<file path="src/rtl/axis_pkg.sv">
// Shared types for the credit-based stream sender.
package axis_pkg;

    typedef enum logic {
        CS_DOWN,
        CS_RUN
    } credit_state_e;

    localparam int DEFAULT_CREDITS = 4;

endpackage

</file>
<file path="src/rtl/axis_if.sv">
// AXI Stream beat interface (valid/ready/data) with source and sink views.
interface axis_if #(
    parameter int TDATA_WIDTH = 8
) ();

    logic                   tvalid;
    logic                   tready;
    logic [TDATA_WIDTH-1:0] tdata;

    modport m (output tvalid, output tdata, input  tready);
    modport s (input  tvalid, input  tdata, output tready);

endinterface

</file>
<file path="src/rtl/axis_credit_sender.sv">
// Credit-based stream transmitter: AXI Stream in, valid-only link out,
// sending only while the remote FIFO has advertised free slots.
module axis_credit_sender
    import axis_pkg::*;
#(
    parameter  int CREDITS     = DEFAULT_CREDITS,
    parameter  int TDATA_WIDTH = 8,   // must match the connected axis_if
    localparam int CNT_W       = $clog2(CREDITS + 1)
) (
    input  logic                   clk,
    input  logic                   rst,
    axis_if.s                      axis_sif,
    output logic                   link_valid,
    output logic [TDATA_WIDTH-1:0] link_data,
    input  logic                   credit_return,
    input  logic                   link_up,
    input  logic                   invalidate,
    output logic [CNT_W-1:0]       credits,
    output logic                   credit_ovf
);

    localparam logic [CNT_W-1:0] CRED_MAX = CNT_W'(CREDITS);

    if (CREDITS < 1) begin : g_bad_credits
        $error("axis_credit_sender: CREDITS must be >= 1");
    end
    if (TDATA_WIDTH <= 0) begin : g_bad_width
        $error("axis_credit_sender: TDATA_WIDTH must be > 0");
    end

    credit_state_e          state_q, state_d;
    logic [CNT_W-1:0]       credits_q, credits_d;
    logic                   tready_q, tready_d;
    logic                   link_valid_q, link_valid_d;
    logic [TDATA_WIDTH-1:0] link_data_q, link_data_d;
    logic                   credit_ovf_q, credit_ovf_d;
    logic                   send, ret;

    always_comb begin
        state_d      = state_q;
        credits_d    = credits_q;
        link_valid_d = 1'b0;
        link_data_d  = link_data_q;
        credit_ovf_d = credit_ovf_q;

        send = axis_sif.tvalid && tready_q;
        ret  = credit_return && (state_q == CS_RUN);

        case (state_q)
            CS_DOWN: if (link_up)  state_d = CS_RUN;
            CS_RUN:  if (!link_up) state_d = CS_DOWN;
            default: state_d = CS_DOWN;
        endcase

        if (send && !ret) begin
            credits_d = credits_q - CNT_W'(1);
        end else if (ret && !send) begin
            // A return with every slot already free is a protocol error upstream.
            if (credits_q == CRED_MAX) credit_ovf_d = 1'b1;
            else                       credits_d    = credits_q + CNT_W'(1);
        end

        if (state_d == CS_DOWN || invalidate) begin
            credits_d = CRED_MAX;
        end else if (send) begin
            link_valid_d = 1'b1;
            link_data_d  = axis_sif.tdata;
        end

        // Registered ready: looks ahead at next state and count, never at inputs directly.
        tready_d = (state_d == CS_RUN) && (credits_d != '0);
    end

    always_ff @(posedge clk) begin
        if (rst) begin
            state_q      <= CS_DOWN;
            credits_q    <= CRED_MAX;
            tready_q     <= 1'b0;
            link_valid_q <= 1'b0;
            link_data_q  <= '0;
            credit_ovf_q <= 1'b0;
        end else begin
            assert (!(send && credits_q == '0))
                else $error("axis_credit_sender: send with zero credits");
            state_q      <= state_d;
            credits_q    <= credits_d;
            tready_q     <= tready_d;
            link_valid_q <= link_valid_d;
            link_data_q  <= link_data_d;
            credit_ovf_q <= credit_ovf_d;
        end
    end

    assign axis_sif.tready = tready_q;
    assign link_valid      = link_valid_q;
    assign link_data       = link_data_q;
    assign credits         = credits_q;
    assign credit_ovf      = credit_ovf_q;

endmodule

</file>
<file path="src/flat_wrapper.sv">
// flat-port wrapper written by rule: the top's interface ports become plain ports
module axis_credit_sender_flat import axis_pkg::*;
#(
    parameter  int CREDITS     = DEFAULT_CREDITS,
    parameter  int TDATA_WIDTH = 8,                                      
    localparam int CNT_W       = $clog2(CREDITS + 1)
)
  (clk, rst, link_valid, link_data, credit_return, link_up, invalidate, credits, credit_ovf, axis_sif_tvalid, axis_sif_tdata, axis_sif_tready);
  axis_if #(.TDATA_WIDTH(TDATA_WIDTH)) axis_sif_i ();
  input  logic clk;
  input  logic rst;
  output logic link_valid;
  output logic [TDATA_WIDTH-1:0] link_data;
  input  logic credit_return;
  input  logic link_up;
  input  logic invalidate;
  output logic [CNT_W-1:0] credits;
  output logic credit_ovf;
  input wire logic [$bits(axis_sif_i.tvalid)-1:0] axis_sif_tvalid;
  input wire logic [$bits(axis_sif_i.tdata)-1:0] axis_sif_tdata;
  output wire logic [$bits(axis_sif_i.tready)-1:0] axis_sif_tready;
  assign axis_sif_i.tvalid = axis_sif_tvalid;
  assign axis_sif_i.tdata = axis_sif_tdata;
  assign axis_sif_tready = axis_sif_i.tready;
  axis_credit_sender #(.CREDITS(CREDITS), .TDATA_WIDTH(TDATA_WIDTH)) u_core (.clk(clk), .rst(rst), .axis_sif(axis_sif_i), .link_valid(link_valid), .link_data(link_data), .credit_return(credit_return), .link_up(link_up), .invalidate(invalidate), .credits(credits), .credit_ovf(credit_ovf));
endmodule
</file>
<file path="config.mk">
export PLATFORM = sky130hd
export DESIGN_NAME = axis_credit_sender_flat
export DESIGN_NICKNAME = d
export VERILOG_FILES = /design/src/rtl/axis_pkg.sv /design/src/rtl/axis_if.sv /design/src/rtl/axis_credit_sender.sv /design/src/flat_wrapper.sv
export SDC_FILE = /design/constraint.sdc
export NUM_CORES = 1
export LEC_CHECK = 0
export CORE_UTILIZATION = 41
export CTS_BUF_LIST = sky130_fd_sc_hd__clkbuf_4
export CTS_CLUSTER_SIZE = 16
export DETAILED_ROUTE_END_ITERATION = 10
export PLACE_DENSITY = 0.79
export SLEW_MARGIN = 5
export SYNTH_ARGS = -nofsm -noshare
export SYNTH_HDL_FRONTEND = slang
export SYNTH_SLANG_ARGS = --single-unit
</file>
<file path="constraint.sdc">
create_clock -name clk -period 4 [get_ports clk]
set_clock_uncertainty 0.15 [all_clocks]
set_input_delay 0.8 -clock clk [delete_from_list [all_inputs] [get_ports clk]]
set_output_delay 0.8 -clock clk [all_outputs]
set_load 0.01 [all_outputs]
</file>
==> flow_summary.toml <==
[clock_network]
cts_hold_buf = 0
cts_tree = "built"
worstSkewPairLatency_ns = 0.29
clock_path_buffers = 2
post_cts_buffers = 0
cts-root-buf = "clkbuf_4"
clk_pin_slew_ns = 0.09
cts_resized = 0
cts_buffers = 3
clock_sinks = 15
htree_levels = 1

[timing]
slew_violations = 0
final_hold_viol_count = 0
min_period_ns = 2.31
fin_setup_tns_ns = 0
rsz0062_at_grt = "no"
fin_crit_sh_pct = 57.9
final-setup-viol-count = 0
max_slew.worst_pin.slew_ns = 0.530
max_slew_margin_pct = 64.5
fmax_ghz = 0.432

[yosys]
synth_top_family_by_area = "simple AND/OR/NAND/NOR gates"
syn_inst = 72
synth_seq_cells = 15
syn-cell-area_um2 = 634
synth_xor_area_share_pct = 0
synth_compound_area_share_pct = 19.5
synthAdderAreaFrac_pct = 5.92
ys.warnings.count = 0
synth_fp_nets = 89
ys_seq_area_share_pct = 47.3
netlist-cell-type-count = 24
synth.avg_cell_area_um2 = 8.81
muxShareOfSynthArea_pct = 0
yosys.area_share.simple_pct = 25.4

[setup_path]
crit_path_top_delay_cell = "clkdlybuf4s50_1"
crit_buf_inv = 1
critPathCaptureType = "register"
path_delay_family = "compound AO/OA/AOI/OAI gates"
worst-setup-path-type = "in2reg"
critical_path_arrival_ns = 2.35
cp_cell_sequence = "clkdlybuf4s50_1 -> nand2_1 -> a21oi_2 -> or3_1 -> a221o_1 -> a21o_1"
cp-start-kind = "input port"
critPathMaxFanout = 6
cp.required_ns = 4.04
slowest_delay_ns = 0.42

[die]
rows = 13
pin_count = 28
start_util_pct = 46.4
die_y_um = 41.3
core_mm2 = 0.00137
dieArea_mm2 = 0.00171
fp.dieW_um = 41.3

[routing]
first_iter_violations = 13
drc_errors = 0
wl_mm = 1.48
vias_per_cell = 5.20
routedWlPerCell_um = 12.6
firstDrtPassIters = 4
vias = 608
ant_nets = 0

[power_and_ir_drop]
total_power_w = 0.000278
power.density_mw_per_mm2 = 294
p_leak_nw = 0.341
ir_worst_vdd_v = 0.000239

[layout]
multi_input_area_um2 = 323
fin_nets = 120
register_area_um2 = 300
stdcell_count = 117
drive_gt1_share_pct = 7.84
n_fill_cell = 121
postLayoutCoreUtil_pct = 69.3
area_delta_synth_final_pct = 49.3
final_common_cell = "clkdlybuf4s50_1"
diodes = 0
layout_common_cells = "27 x clkdlybuf4s50_1, 18 x nand2_1, 15 x dfxtp_1"

[run]
drv_cap = 0

[global_route]
track_usage_pct = 19.8
grt_pass1_wl_mm = 2.04
grt_overflow = 0
antenna_found_initial = 0
grt_max_degree = 12
grt_pass1_vias = 457

[place]
port_buffers = 27
dpl.cell_count = 113
gp_congestion = 0.868
dp_hpwl_mm = 1.11

[hold_path]
hp-class = "reg2reg"

[outcome]
outcome = "finished clean"
[report_power, final]
group | switching, W | internal (W)
Clock | 0.0000503 | 0.0000372
Sequential | 0.00000261 | 0.000153
Combinational | 0.0000139 | 0.0000216
[through the flow]
stage          hold WS (ns)  instance area, µm²  setup slack, ns
2_1_floorplan         0.331                 634             1.91
6_report              0.312                 947             1.69
3_5_place_dp          0.302                 920             1.38
3_3_place_gp          0.292                 920             1.42
5_1_grt               0.321                 947             1.66
4_1_cts               0.315                 947             1.70
[final cells by class]
class | count | share of cell area [%]
Multi-Input combinational cell | 54 | 34.1
Sequential cell | 15 | 31.7
Timing Repair Buffer | 27 | 28.5
Clock buffer | 3 | 2.38
Tap cell | 15 | 1.98
Inverter | 2 | 0.793
Clock inverter | 1 | 0.528
[registers in the layout (all words and copies together) (netlist names)]
register	flops
u_core.link_data	8
u_core.credits	3
u_core.axis_sif.tready	1
u_core.credit_ovf	1
u_core.link_valid	1
u_core.state_q	1
[Yosys cell counts]
master / instances / area, µm²
nor2b_1: 1 / 6.26
a21o_1: 2 / 15.0
a21oi_1: 8 / 40.0
dfxtp_1: 15 / 300
nand3_1: 1 / 5.00
nor3b_2: 1 / 12.5
o21ai_0: 1 / 5.00
inv_1: 2 / 7.51
nor3b_1: 1 / 7.51
clkbuf_1: 1 / 3.75
a221o_1: 2 / 20.0
a31oi_1: 2 / 12.5
ha_1: 3 / 37.5
nand2b_1: 1 / 6.26
a21oi_2: 1 / 8.76
and3b_2: 1 / 10.0
nand3b_1: 2 / 15.0
a211oi_1: 2 / 15.0
or3_1: 1 / 6.26
nor2_1: 3 / 11.3
and2_4: 1 / 8.76
nand2_1: 18 / 67.6
nor3_1: 1 / 5.00
o211ai_1: 1 / 7.51
[kinds of logic (layout without fill, tap and decap cells)]
logic type               Yosys count  after routing
AND/OR/NAND/NOR                   32             32
AO/OA/AOI/OAI                     19             19
flip-flops                        15             15
adder cells (fa/ha/maj)            3              3
buffers and inverters              3             33
[worst register-to-register path, delay by kind of cell, from the launching register on]
kind                     cells  cell delay [ns]
AO/OA/AOI/OAI                3             0.61
adder cells (fa/ha/maj)      1             0.23
buffers and inverters        1             0.09
flip-flops                   1             0.42
AND/OR/NAND/NOR              2             0.31
[path summary, 6_finish.rpt]
check | from | slack [ns] | depth (start not counted) | endpoint
max | axis_sif_tvalid | 1.69 | 6 | u_core.axis_sif.tready
min | u_core.link_data[7] | 0.31 | 2 | u_core.link_data[7]
max reg2reg | u_core.credits[0] | 2.09 | 7 | u_core.axis_sif.tready
min reg2reg | u_core.link_data[7] | 0.31 | 2 | u_core.link_data[7]
[layer usage]
metal / vias up / track usage [%] / part of all wire [%]
li1: 314 / - / -
met1: 269 / 26.0 / 48
met2: 20 / 26.6 / 44
met3: 5 / 7.98 / 5.9
met4: 0 / 12.1 / 2.0
met5: - / 0 / 0
No activity file was read; power rests on OpenSTA's default activity.
